### config.mk
export PLATFORM = sky130hd
export DESIGN_NAME = led_display_arbiter
export DESIGN_NICKNAME = d
export VERILOG_FILES = /design/src/rtl/led_display_arbiter.sv
export SDC_FILE = /design/constraint.sdc
export NUM_CORES = 1
export LEC_CHECK = 0
export ABC_AREA = 1
export CORE_AREA = 3 3 72 74
export DETAILED_ROUTE_END_ITERATION = 12
export DIE_AREA = 0 0 75 77
export PLACE_DENSITY = 0.95
export SKIP_LAST_GASP = 1
export SLEW_MARGIN = 20
export SYNTH_ARGS = -nofsm -noshare
export SYNTH_HDL_FRONTEND = slang
export SYNTH_SLANG_ARGS = --single-unit
### constraint.sdc
create_clock -name clk -period 3.5 [get_ports clk]
set_input_delay 0.525 -clock clk [delete_from_list [all_inputs] [get_ports clk]]
set_output_delay 0.525 -clock clk [all_outputs]
set_load 0.03 [all_outputs]
### src/rtl/led_display_arbiter.sv
// led_display_arbiter
// Shares one 4-LED binary display among NUM_REQ requesters. A round-robin
// arbiter picks a requester, its 4-bit value is captured and shown for
// DWELL_CYCLES cycles, the owner gets an ack pulse on normal completion, and
// the display is blanked for BLANK_CYCLES cycles before the next arbitration.
// Every output comes straight from a flop.

module led_display_arbiter #(
    parameter int NUM_REQ      = 4,
    parameter int DWELL_CYCLES = 100000000,
    parameter int BLANK_CYCLES = 10000000,
    localparam int IDXW        = (NUM_REQ > 1) ? $clog2(NUM_REQ) : 1
) (
    input  logic                 clk,
    input  logic                 rst,
    input  logic [NUM_REQ-1:0]   req,
    input  logic [4*NUM_REQ-1:0] req_data,
    output logic [NUM_REQ-1:0]   grant,
    output logic [NUM_REQ-1:0]   ack,
    output logic [3:0]           bin_out,
    output logic                 bin_valid,
    output logic [IDXW-1:0]      active_idx
);

    // One counter serves both the dwell and the blank phases, so it is sized
    // for whichever of the two is longer.
    localparam int MAX_CNT = (DWELL_CYCLES > BLANK_CYCLES) ? DWELL_CYCLES : BLANK_CYCLES;
    localparam int CNTW    = $clog2(MAX_CNT + 1);

    localparam logic [CNTW-1:0] DWELL_LAST = CNTW'(DWELL_CYCLES - 1);
    localparam logic [CNTW-1:0] BLANK_LAST = CNTW'((BLANK_CYCLES > 0) ? (BLANK_CYCLES - 1) : 0);
    localparam logic [IDXW-1:0] LAST_IDX   = IDXW'(NUM_REQ - 1);

    typedef enum logic [1:0] {
        ST_IDLE  = 2'd0,
        ST_SHOW  = 2'd1,
        ST_BLANK = 2'd2
    } state_t;

    // With no blanking configured, a finished dwell drops straight into IDLE,
    // which gives exactly one empty cycle (carrying the ack) before the next
    // owner appears.
    localparam state_t EXIT_STATE = (BLANK_CYCLES > 0) ? ST_BLANK : ST_IDLE;

    state_t            state_reg;
    logic [CNTW-1:0]   count_reg;
    logic [IDXW-1:0]   rr_ptr_reg;

    // ------------------------------------------------------------------
    // Requester value slices
    // ------------------------------------------------------------------
    logic [3:0] slot_data [NUM_REQ];

    generate
        for (genvar gi = 0; gi < NUM_REQ; gi++) begin : g_slot
            assign slot_data[gi] = req_data[4*gi +: 4];
        end
    endgenerate

    // ------------------------------------------------------------------
    // Round-robin winner selection
    // The request vector is rotated so rr_ptr sits at bit 0. The lowest set
    // bit is isolated, then rotated back and folded onto NUM_REQ bits. This
    // yields the one-hot winner without a variable-length scan.
    // ------------------------------------------------------------------
    logic [2*NUM_REQ-1:0] req_rot_wide;
    logic [2*NUM_REQ-1:0] first_rot_wide;
    logic [2*NUM_REQ-1:0] first_back_wide;
    logic [NUM_REQ-1:0]   win_onehot;
    logic [IDXW-1:0]      win_idx;
    logic                 win_found;
    logic [IDXW-1:0]      rr_next;

    assign req_rot_wide    = {req, req} >> rr_ptr_reg;
    assign first_rot_wide  = req_rot_wide & ~(req_rot_wide - {{(2*NUM_REQ-1){1'b0}}, 1'b1});
    assign first_back_wide = first_rot_wide << rr_ptr_reg;
    assign win_onehot      = first_back_wide[2*NUM_REQ-1:NUM_REQ] | first_back_wide[NUM_REQ-1:0];
    assign win_found       = |req;

    // Encode the one-hot winner into an index.
    always_comb begin
        win_idx = '0;
        for (int k = 0; k < NUM_REQ; k++) begin
            if (win_onehot[k]) begin
                win_idx = win_idx | IDXW'(k);
            end
        end
    end

    // The pointer moves to the slot just past the winner, wrapping at the top.
    assign rr_next = (win_idx == LAST_IDX) ? '0 : (win_idx + IDXW'(1));

    // ------------------------------------------------------------------
    // Phase decode
    // ------------------------------------------------------------------
    logic show_done;
    logic show_abort;
    logic arb_now;

    // On the last dwell cycle, completion takes precedence over a dropped
    // request, so the ack is still issued.
    assign show_done  = (state_reg == ST_SHOW) && (count_reg == DWELL_LAST);
    assign show_abort = (state_reg == ST_SHOW) && ((req & grant) == '0);
    assign arb_now    = (state_reg == ST_IDLE) ||
                        ((state_reg == ST_BLANK) && (count_reg == BLANK_LAST));

    // ------------------------------------------------------------------
    // Control FSM with registered outputs
    // ------------------------------------------------------------------
    // Sequence IDLE -> SHOW -> BLANK, capturing the winner's value at grant time.
    always_ff @(posedge clk or posedge rst) begin
        if (rst) begin
            state_reg  <= ST_IDLE;
            count_reg  <= '0;
            rr_ptr_reg <= '0;
            grant      <= '0;
            ack        <= '0;
            bin_out    <= 4'h0;
            bin_valid  <= 1'b0;
            active_idx <= '0;
        end else begin
            // The ack lasts one cycle. It is raised only on the exit edge of a
            // completed dwell, for the requester that held the display.
            ack <= show_done ? grant : '0;

            if (show_done || show_abort) begin
                // Leave SHOW. The display is released on this edge, so there
                // is never a cycle that shows two owners.
                state_reg <= EXIT_STATE;
                count_reg <= '0;
                grant     <= '0;
                bin_out   <= 4'h0;
                bin_valid <= 1'b0;
            end else if (arb_now && win_found) begin
                // New owner. Its value is frozen here for the whole dwell.
                state_reg  <= ST_SHOW;
                count_reg  <= '0;
                grant      <= win_onehot;
                bin_out    <= slot_data[win_idx];
                bin_valid  <= 1'b1;
                active_idx <= win_idx;
                rr_ptr_reg <= rr_next;
            end else if (arb_now) begin
                // Nobody is asking. Wait in IDLE, where arbitration runs
                // every cycle.
                state_reg <= ST_IDLE;
                count_reg <= '0;
            end else begin
                // Mid-dwell or mid-blank: keep counting.
                count_reg <= count_reg + CNTW'(1);
            end
        end
    end

endmodule
# Yosys cells after proc, flatten, opt, wreduce, memory -nomap -nowiden
# Cells that the tools add are included.
[op_classes]
shift = 2
n_mul = 0
magnitude_cmp = 1
bitwise = 6
div_mod_pow = 0
n_eq_ne = 5
reduce_logical = 12
addsub = 3
n_mux = 20
[ops]
columns = ["op", "n"]
rows = [
  ["$mux W27", 3],
  ["$mux W4", 7],
  ["$add A27 B1 Y27 const B", 1],
  ["$eq A27 B24 Y1 const B", 1],
  ["$eq A27 B27 Y1 const B", 1],
  ["$mux W2", 6],
  ["$and A8 B8 Y8", 1],
  ["$bmux W4 S2", 1],
  ["$not A8 Y8", 1],
  ["$shl A8 B2 Y8", 1],
  ["$shr A8 B2 Y8", 1],
  ["$sub A8 B1 Y8 const B", 1],
  ["$and A4 B4 Y4", 1],
  ["$eq A2 B2 Y1 const B", 2],
  ["$logic_and A1 B1 Y1", 4],
  ["$logic_not A4 Y1", 1],
  ["$or A4 B4 Y4", 1],
  ["$reduce_or A4 Y1", 1],
  ["$ge A3 B3 Y1 const B", 1],
  ["$mux W1", 3],
  ["$not A2 Y3", 1],
  ["$reduce_bool A3 Y1", 1],
  ["$add A2 B1 Y2 const B", 1],
  ["$eq A2 B1 Y1 const B", 1],
  ["other kinds (5)", 6],
]
[totals]
regBits = 46
latchBits = 0
out_inout_bits = 15
memories = 0
wordCells = 57
romBits = 0
ram_bits = 0
input_bits = 22

# Longest topological paths before layout
# Gate-level depths: netlist (run 1).
[depth]
depth_word = 15
mapped_depth = 16
ltp_nobuf = 16

# Worst setup path before layout (run 1)
# No wires, ideal clock.
[synth_timing]
path_type = "reg-to-reg"
startpoint = "reg count_reg[0]"
endpoint = "reg bin_out[0]"
n_path_buf = 0
path_stages_with_launch = 13
setup_ps = 117
slack_ps = 1792
synth_period_minus_slack_ps = 1708
arrival_ps = 1591
required_time_ps = 3383
path_cell_list = "dfrtp_1 > ha_1 > nand2_1 > nor2_4 > nand4_1 > nor3_1 > nand4_1 > nand2_2 > nand2_4 > nand2_2 > clkinv_1 > nand2_1 > nand2_1"
[synth_between]
elab_chain_len = 5
word_cells_on_any_way = 9
classes_between = "eq/ne (2); mux (1); reduce/logical (6)"
[synth_lines]
columns = ["element", "line_no", "rtl"]
rows = [
  ["start: declaration", "46", "logic [CNTW-1:0] count_reg;"],
  ["start signal: assignment", "150", "count_reg <= count_reg + CNTW'(1);"],
  ["$eq A27 B24 Y1", "105", "((state_reg == ST_BLANK) && (count_reg == BLANK_LAST));"],
  ["$logic_and A1 B1 Y1", "105", ""],
  ["$logic_or A1 B1 Y1", "104", "assign arb_now = (state_reg == ST_IDLE) ||"],
  ["$logic_and A1 B1 Y1", "134", "end else if (arb_now && win_found) begin"],
  ["$reduce_bool A2 Y1 (no source line)", "n/a", ""],
  ["end signal: assignment", "139", "bin_out <= slot_data[win_idx];"],
  ["end: declaration", "20", "output logic [3:0] bin_out,"],
]
# Parallel ways exist; a longest one is shown, timed or not.
# A chain may end at the register's enable or synchronous reset.

# Worst setup path after layout (run 1)
[layout_timing]
startpoint = "reg rr_ptr_reg[0]"
endpoint = "reg grant[0]"
[layout_between]
elab_chain_len = 8
[layout_lines]
columns = ["element", "line_no", "rtl"]
rows = [
  ["start: declaration", "47", "logic [IDXW-1:0] rr_ptr_reg;"],
  ["start signal: assignment", "142", "rr_ptr_reg <= rr_next;"],
  ["$shr A8 B2 Y8", "74", "assign req_rot_wide = {req, req} >> rr_ptr_reg;"],
  ["$sub A8 B1 Y8", "75", "assign first_rot_wide = req_rot_wide & ~(req_rot_wide - {{(2*NUM_REQ-1){1'b0}}, 1'b1});"],
  ["$not A8 Y8", "75", ""],
  ["$and A8 B8 Y8", "75", ""],
  ["$shl A8 B2 Y8 *", "76", "assign first_back_wide = first_rot_wide << rr_ptr_reg;"],
  ["$or A4 B4 Y4 *", "77", "assign win_onehot = first_back_wide[2*NUM_REQ-1:NUM_REQ] | first_back_wide[NUM_REQ-1:0];"],
  ["$mux W4 *", "134", ""],
  ["$mux W4 *", "126", "if (show_done || show_abort) begin"],
  ["end signal: assignment", "138", "grant <= win_onehot;"],
  ["end: declaration", "18", "output logic [NUM_REQ-1:0] grant,"],
]
# Mark *: on every way between the ends. The rest lies on a longest branch, timed or not. The select of a mux whose other input is x is not followed.

==> results of run 1 <==
[area by class of cell]
class,count,area (µm²)
clock inverters,3,40.0
repair buffers,36,360
inverters,48,183
clock buffers,5,68.8
flip-flops and latches,46,1150
fillers,355,1450
multi-input cells,254,1340
well taps,54,67.6
[stage by stage]
stage                     setup slack (ps)  power [W]  cells  hold WS (ps)   util
after floorplan                       1790   0.000581    352           444      -
after global placement                1210   0.000612    438           466  0.665
after detailed placement              1100   0.000615    438           468  0.665
after CTS                             1340   0.000997    446           487  0.689
after global routing                  1100    0.00103    446           515  0.689
final                                 1300   0.000989    446           482  0.689
[path summary, 6_finish.rpt]
kind	start	cells after the start	slack (ps)	to
worst max-delay path	rr_ptr_reg[0]$_DFFE_PP0P_	13	1300	grant[0]$_DFFE_PP0P_
worst min-delay path	bin_out[3]$_DFFE_PP0P_	2	480	bin_out[3]$_DFFE_PP0P_
worst max register to register	rr_ptr_reg[0]$_DFFE_PP0P_	13	1300	grant[0]$_DFFE_PP0P_
worst min register to register	bin_out[3]$_DFFE_PP0P_	2	480	bin_out[3]$_DFFE_PP0P_
max in group asynchronous	rst	2	2200	ack[3]$_DFF_PP0_
min in group asynchronous	rst	2	720	count_reg[3]$_DFF_PP0_
[per-layer routing]
| layer | part of all wire | GRT usage | vias to the layer above | wire length, µm |
|---|---|---|---|---|
| met2 | 0.51 | 0.367 | 95 | 3050 |
| met1 | 0.41 | 0.300 | 1165 | 2480 |
| met4 | 0.023 | 0.0819 | 0 | 136 |
| li1 | - | - | 1205 | - |
| met5 | 0 | 0 | - | 0 |
| met3 | 0.055 | 0.0433 | 12 | 331 |
[power by group]
| part | switching [W] | internal (W) | leakage, nW | total (W) |
|---|---|---|---|---|
| clock network | 0.000175 | 0.000210 | 0.0579 | 0.000385 |
| logic | 0.0000401 | 0.0000329 | 0.769 | 0.0000729 |
| registers | 0 | 0.000531 | 0.623 | 0.000531 |
| total | 0.000215 | 0.000774 | 1.45 | 0.000989 |
[Yosys cell counts (all sizes together), types with 2 or more instances]
master,instances,share of area
nor3,14,0.030
inv,47,0.066
nand3,37,0.079
nand4,10,0.028
nor2,51,0.083
o211ai,2,0.0055
nor4,6,0.014
xnor2,3,0.0097
xor2,16,0.052
o21ai,10,0.020
dfrtp,46,0.42
buf,4,0.014
a21oi,4,0.0074
nand2,96,0.15
[critical path: cells and delay by family, from the launching register on]
| family | cells | cell delay [ps] |
|---|---|---|
| simple gates | 6 | 750 |
| flops | 1 | 620 |
| buf+inv | 5 | 480 |
| compound gates | 2 | 230 |
[cell families after synthesis]
| family | synth area share |
|---|---|
| AOI/OAI and AO/OA | 0.0379 |
| xor gates and xnor gates | 0.0614 |
| and+or+nand+nor | 0.390 |
| DFF | 0.425 |
| adders and majority gates | 0.00462 |
| buffers and inverters | 0.0813 |
==> summary.txt, run 1 <==
Outcome
  • Status: finished clean

Global route
  • Largest net degree at the start of global routing: 47
  • Initial antenna violation count: 0
  • Vias in the first global route: about 2300
  • First-pass GRT wire length: 10300 µm
  • Total track usage: 0.228
  • GR Overflow Total: 0

Layout
  • Final Instance Area: 3210 µm²
  • Area grow syn2layout: 18.4%
  • Nets: 414
  • Antenna fix cells: 0
  • Fraction of layout cells with a size suffix above 1: 0.122
  • Commonest non-fill, non-tap cell in the layout: nand2_1
  • Most frequent cells in the layout: 84 x nand2_1, 46 x dfrtp_1, 42 x nor2_1
  • Max FFs per register: 27

Routing
  • 1st-pass router iterations: 5
  • Routed Antenna Nets: 0
  • WL per Instance: about 13 µm
  • Mean number of vias per cell: 5.55
  • WL final: about 6000 µm
  • Vias: 2477
  • Iteration-0 DRC Markers: between 200 and 250
  • Post-detailed-route DRC marker count: 0

Timing
  • Worst Skew: 6.59 ps
  • Setup Total Neg Slack: 0 ps
  • Final hold violations: 0
  • Max Freq: 454 MHz
  • Final critical-path required period: 2200 ps
  • Period utilization: 0.629
  • RSZ-0062 raised after global routing: false
  • Slew @ Worst Pin: 907 ps
  • # setup viols final: 0
  • Final Max Tran Viols: 0
  • Slew margin rel.: 0.396

Clock network
  • CTS sink cnt: 46
  • Hold Buf Count CTS: 0
  • Setup Fix Bufs, Post-CTS: 0
  • Max Buffers Root-to-Sink: 2
  • Htree depth: 2
  • Clock root buffer master: clkbuf_8
  • Clock Latency Late Sink: 310 ps
  • Cts repair resizes: 0
  • Clock transition at path regs: 80 ps
  • CTS Buf Count: 5
  • CTS tree: built

Run
  • Max-cap violations: 0

Worst setup path
  • Max incr delay on CP: 620 ps
  • Required time of the worst setup path: 3690 ps
  • Crit path arrival time: between 2000 and 2500 ps
  • Cell breakdown of the critical path: inv_2, nand2_1, nand3_1, nand2_2, inv_2, nor2_4, inv_1, nor3_2, inv_1, nand2_4, inv_4, o211ai_1, o21ai_1
  • Critical path type: register to register
  • Worst-path fanout max: 12
  • CP endpoint kind: register
  • Worst Setup Start Kind: register
  • Crit-path slowest cell: dfrtp_1

Place
  • Placed Area: between 3000 and 4000 µm²
  • DP HPWL: 4470 µm
  • # port buffers: 36
  • Placer Congestion: 0.947

Yosys
  • Main synth FF type: dfrtp_1
  • Synth unique cells: 32
  • YS warnings: 0
  • Seq/Total Area, Yosys: 0.425
  • Yosys reg bits: 46
  • Synth Net Count: ~380
  • Synth Instances: between 300 and 400
  • Synthesized area: 2710 µm²
  • Number of synthesized flops with an enable pin: 0
  • Asr flop ratio synth: 1.00
  • Synth Area per Inst: 7.70 µm²

Die
  • Core footprint: 4660 µm²
  • I/O pins: 37
  • Die W: 75 µm
  • Die area: between 5000 and 6000 µm²
  • Die Ht: 77 µm
  • Initial Util: 0.581
  • Placement Rows: 25

Power
  • Power per cell area: 308 nW/µm²
  • Pleak: between 1 and 1.5 nW
  • Peak VDD IR: 0.242 mV

Hold path
  • Worst Hold Class: register to register
Note: power is estimated with default switching activity, not from simulation.
==> run 2, diff against run 1 <==
Settings changed: CORE_AREA 3 3 72 74 to 3 3 75 77, DIE_AREA 0 0 75 77 to 0 0 78 80, PLACE_DENSITY 0.95 to 0.9.
Clock period 3.5 ns to 2.25 ns, I/O delays scaled along.
==> run 2 against run 1 <==
Against the previous run: sequential power up 56%; worst setup slack got worse by 1100 ps; clock-buffer cell count unchanged; die area increased by 8.1%; routed wire length decreased by 1.3%; sequential cell count unchanged; largest power group unchanged; highest routed layer unchanged; via count shrank 1.7%; first-iteration DRC count is 20% lower; design area grew 1.4%; combinational power grew 60%.
==> summary.txt, run 2 (synthesis results as in run 1) <==
Outcome
  • Status: finished clean

Power
  • Power per cell area: roughly 440 nW/µm²
  • Pleak: 1.46 nW
  • Peak VDD IR: 0.387 mV

Timing
  • # setup viols final: 0
  • Final critical-path required period: approximately 2100 ps
  • Max Freq: 484 MHz
  • RSZ-0062 raised after global routing: false
  • Period utilization: 0.917
  • Slew @ Worst Pin: 666 ps
  • Final worst setup slack: 186 ps
  • Worst Skew: between 8 and 9 ps
  • Setup Total Neg Slack: 0 ps
  • Final Max Tran Viols: 0
  • Final hold violations: 0
  • Slew margin rel.: 0.553

Routing
  • Vias: roughly 2400
  • Post-detailed-route DRC marker count: 0
  • WL per Instance: ~13 µm
  • Iteration-0 DRC Markers: 162
  • Mean number of vias per cell: ~5.2
  • 1st-pass router iterations: 4
  • Routed Antenna Nets: 0
  • WL final: between 5000 and 6000 µm

Die
  • Die Ht: 80 µm
  • I/O pins: 37
  • Placement Rows: 26
  • Die area: 6240 µm²
  • Die W: about 78 µm
  • Core footprint: 5070 µm²
  • Initial Util: 0.534

Layout
  • Commonest non-fill, non-tap cell in the layout: nand2_1
  • Fraction of layout cells with a size suffix above 1: 0.131
  • Most frequent cells in the layout: 84 x nand2_1, 46 x dfrtp_1, 42 x nor2_1
  • Nets: between 400 and 500
  • Antenna fix cells: 0
  • Area grow syn2layout: 20.0%
  • Non-Filler Instances: between 400 and 500
  • Max FFs per register: 27

Clock network
  • Htree depth: 2
  • Max Buffers Root-to-Sink: 2
  • Clock Latency Late Sink: 300 ps
  • CTS Buf Count: 5
  • CTS tree: built
  • Clock transition at path regs: 90 ps
  • Clock root buffer master: clkbuf_8
  • Hold Buf Count CTS: 0
  • CTS sink cnt: 46

Worst setup path
  • Worst Setup Start Kind: register
  • Required time of the worst setup path: 2430 ps
  • Critical path origin: count_reg[0]$_DFF_PP0_
  • Cell breakdown of the critical path: ha_1, nand2_1, nor2_4, nand2_1, nor2_2, nand4_2, o21ai_2, nor2_2, inv_2, nor2_1
  • WP buf/inv: 1
  • Critical path type: register to register
  • Delay-heaviest family, CP: simple AND/OR/NAND/NOR gates
  • Worst setup path end: count_reg[20]$_DFF_PP0_
  • Reg2reg end: count_reg[20]$_DFF_PP0_
  • Max incr delay on CP: 390 ps
  • Crit path arrival time: 2240 ps
  • Stages on the worst setup path: 10
  • R2R depth: 10
  • Reg2reg start: count_reg[0]$_DFF_PP0_
  • CP endpoint kind: register
  • Crit-path slowest cell: dfrtp_1
  • Worst-path fanout max: 22
  • Reg2reg setup slack: 190 ps

Global route
  • Vias in the first global route: between 2000 and 2500
  • Total track usage: 0.201
  • Largest net degree at the start of global routing: 30
  • First-pass GRT wire length: 10000 µm
  • Initial antenna violation count: 0
  • GR Overflow Total: 0

Place
  • DP HPWL: 4590 µm
  • # port buffers: 36
  • Pre-CTS setup slack: 64.5 ps
  • Placer Congestion: 0.919
  • Placed Cells: 457

Hold path
  • Worst Hold Class: input port to async pin

Run
  • Max-cap violations: 0
## run 2: changes by cell type in the layout (fill, tap and decap cells not counted), sizes merged
cell | before | now
buf | 0 | 4
bufinv | 1 | 0
clkinvlp | 0 | 1
## run 2: layout make-up
| cell class | count | area [µm²] |
|---|---|---|
| Multi-Input combinational cell | 254 | 1340 |
| Inverter | 48 | 183 |
| Clock buffer | 5 | 68.8 |
| Fill cell | 436 | 1820 |
| Timing Repair Buffer | 40 | 403 |
| Clock inverter | 3 | 21.3 |
| Tap cell | 70 | 87.6 |
| Sequential cell | 46 | 1150 |
## run 2: metal layers
layer  track usage  vias to the layer above  share of wire
met3        0.0316                       15          0.036
met2         0.336                       64           0.50
met1         0.260                     1141           0.44
li1              -                     1216              -
met4        0.0857                        0          0.022
met5             0                        -              0
## run 2: repair_timing
item,CTS,global route
setup buffers,0,1
gates resized for setup,0,1
endpoints found under the setup margin,0,2
## run 2: how the worst min path moves through the flow
stage | slack [ps] | start | end | cells after the start
detailed placement | 470 | bin_out[0]$_DFFE_PP0P_ | bin_out[0]$_DFFE_PP0P_ | 2
floorplan | 440 | count_reg[0]$_DFF_PP0_ | count_reg[0]$_DFF_PP0_ | 1
global route | 390 | rst | bin_out[2]$_DFFE_PP0P_ | 2
CTS | 360 | rst | bin_out[3]$_DFFE_PP0P_ | 2
finish | 350 | rst | bin_out[3]$_DFFE_PP0P_ | 2
global placement | 460 | bin_out[0]$_DFFE_PP0P_ | bin_out[0]$_DFFE_PP0P_ | 2
## run 2: through the flow
step | cell area [µm²] | util | power (W) | hold WS, ps
after floorplan | 2710 | - | 0.000904 | 444
after global placement | 3160 | 0.622 | 0.000958 | 462
after detailed placement | 3160 | 0.622 | 0.000960 | 471
after CTS | 3250 | 0.640 | 0.00146 | 359
after global routing | 3250 | 0.641 | 0.00151 | 388
final | 3250 | 0.641 | 0.00144 | 345
## run 2: where the power goes
group / internal, W / leakage (nW) / total [W] / switching [W]
registers: 0.000826 / 0.623 / 0.000826 / 0
clock network: 0.000218 / 0.0441 / 0.000502 / 0.000284
logic: 0.0000546 / 0.790 / 0.000117 / 0.0000623
total: 0.00110 / 1.46 / 0.00144 / 0.000346
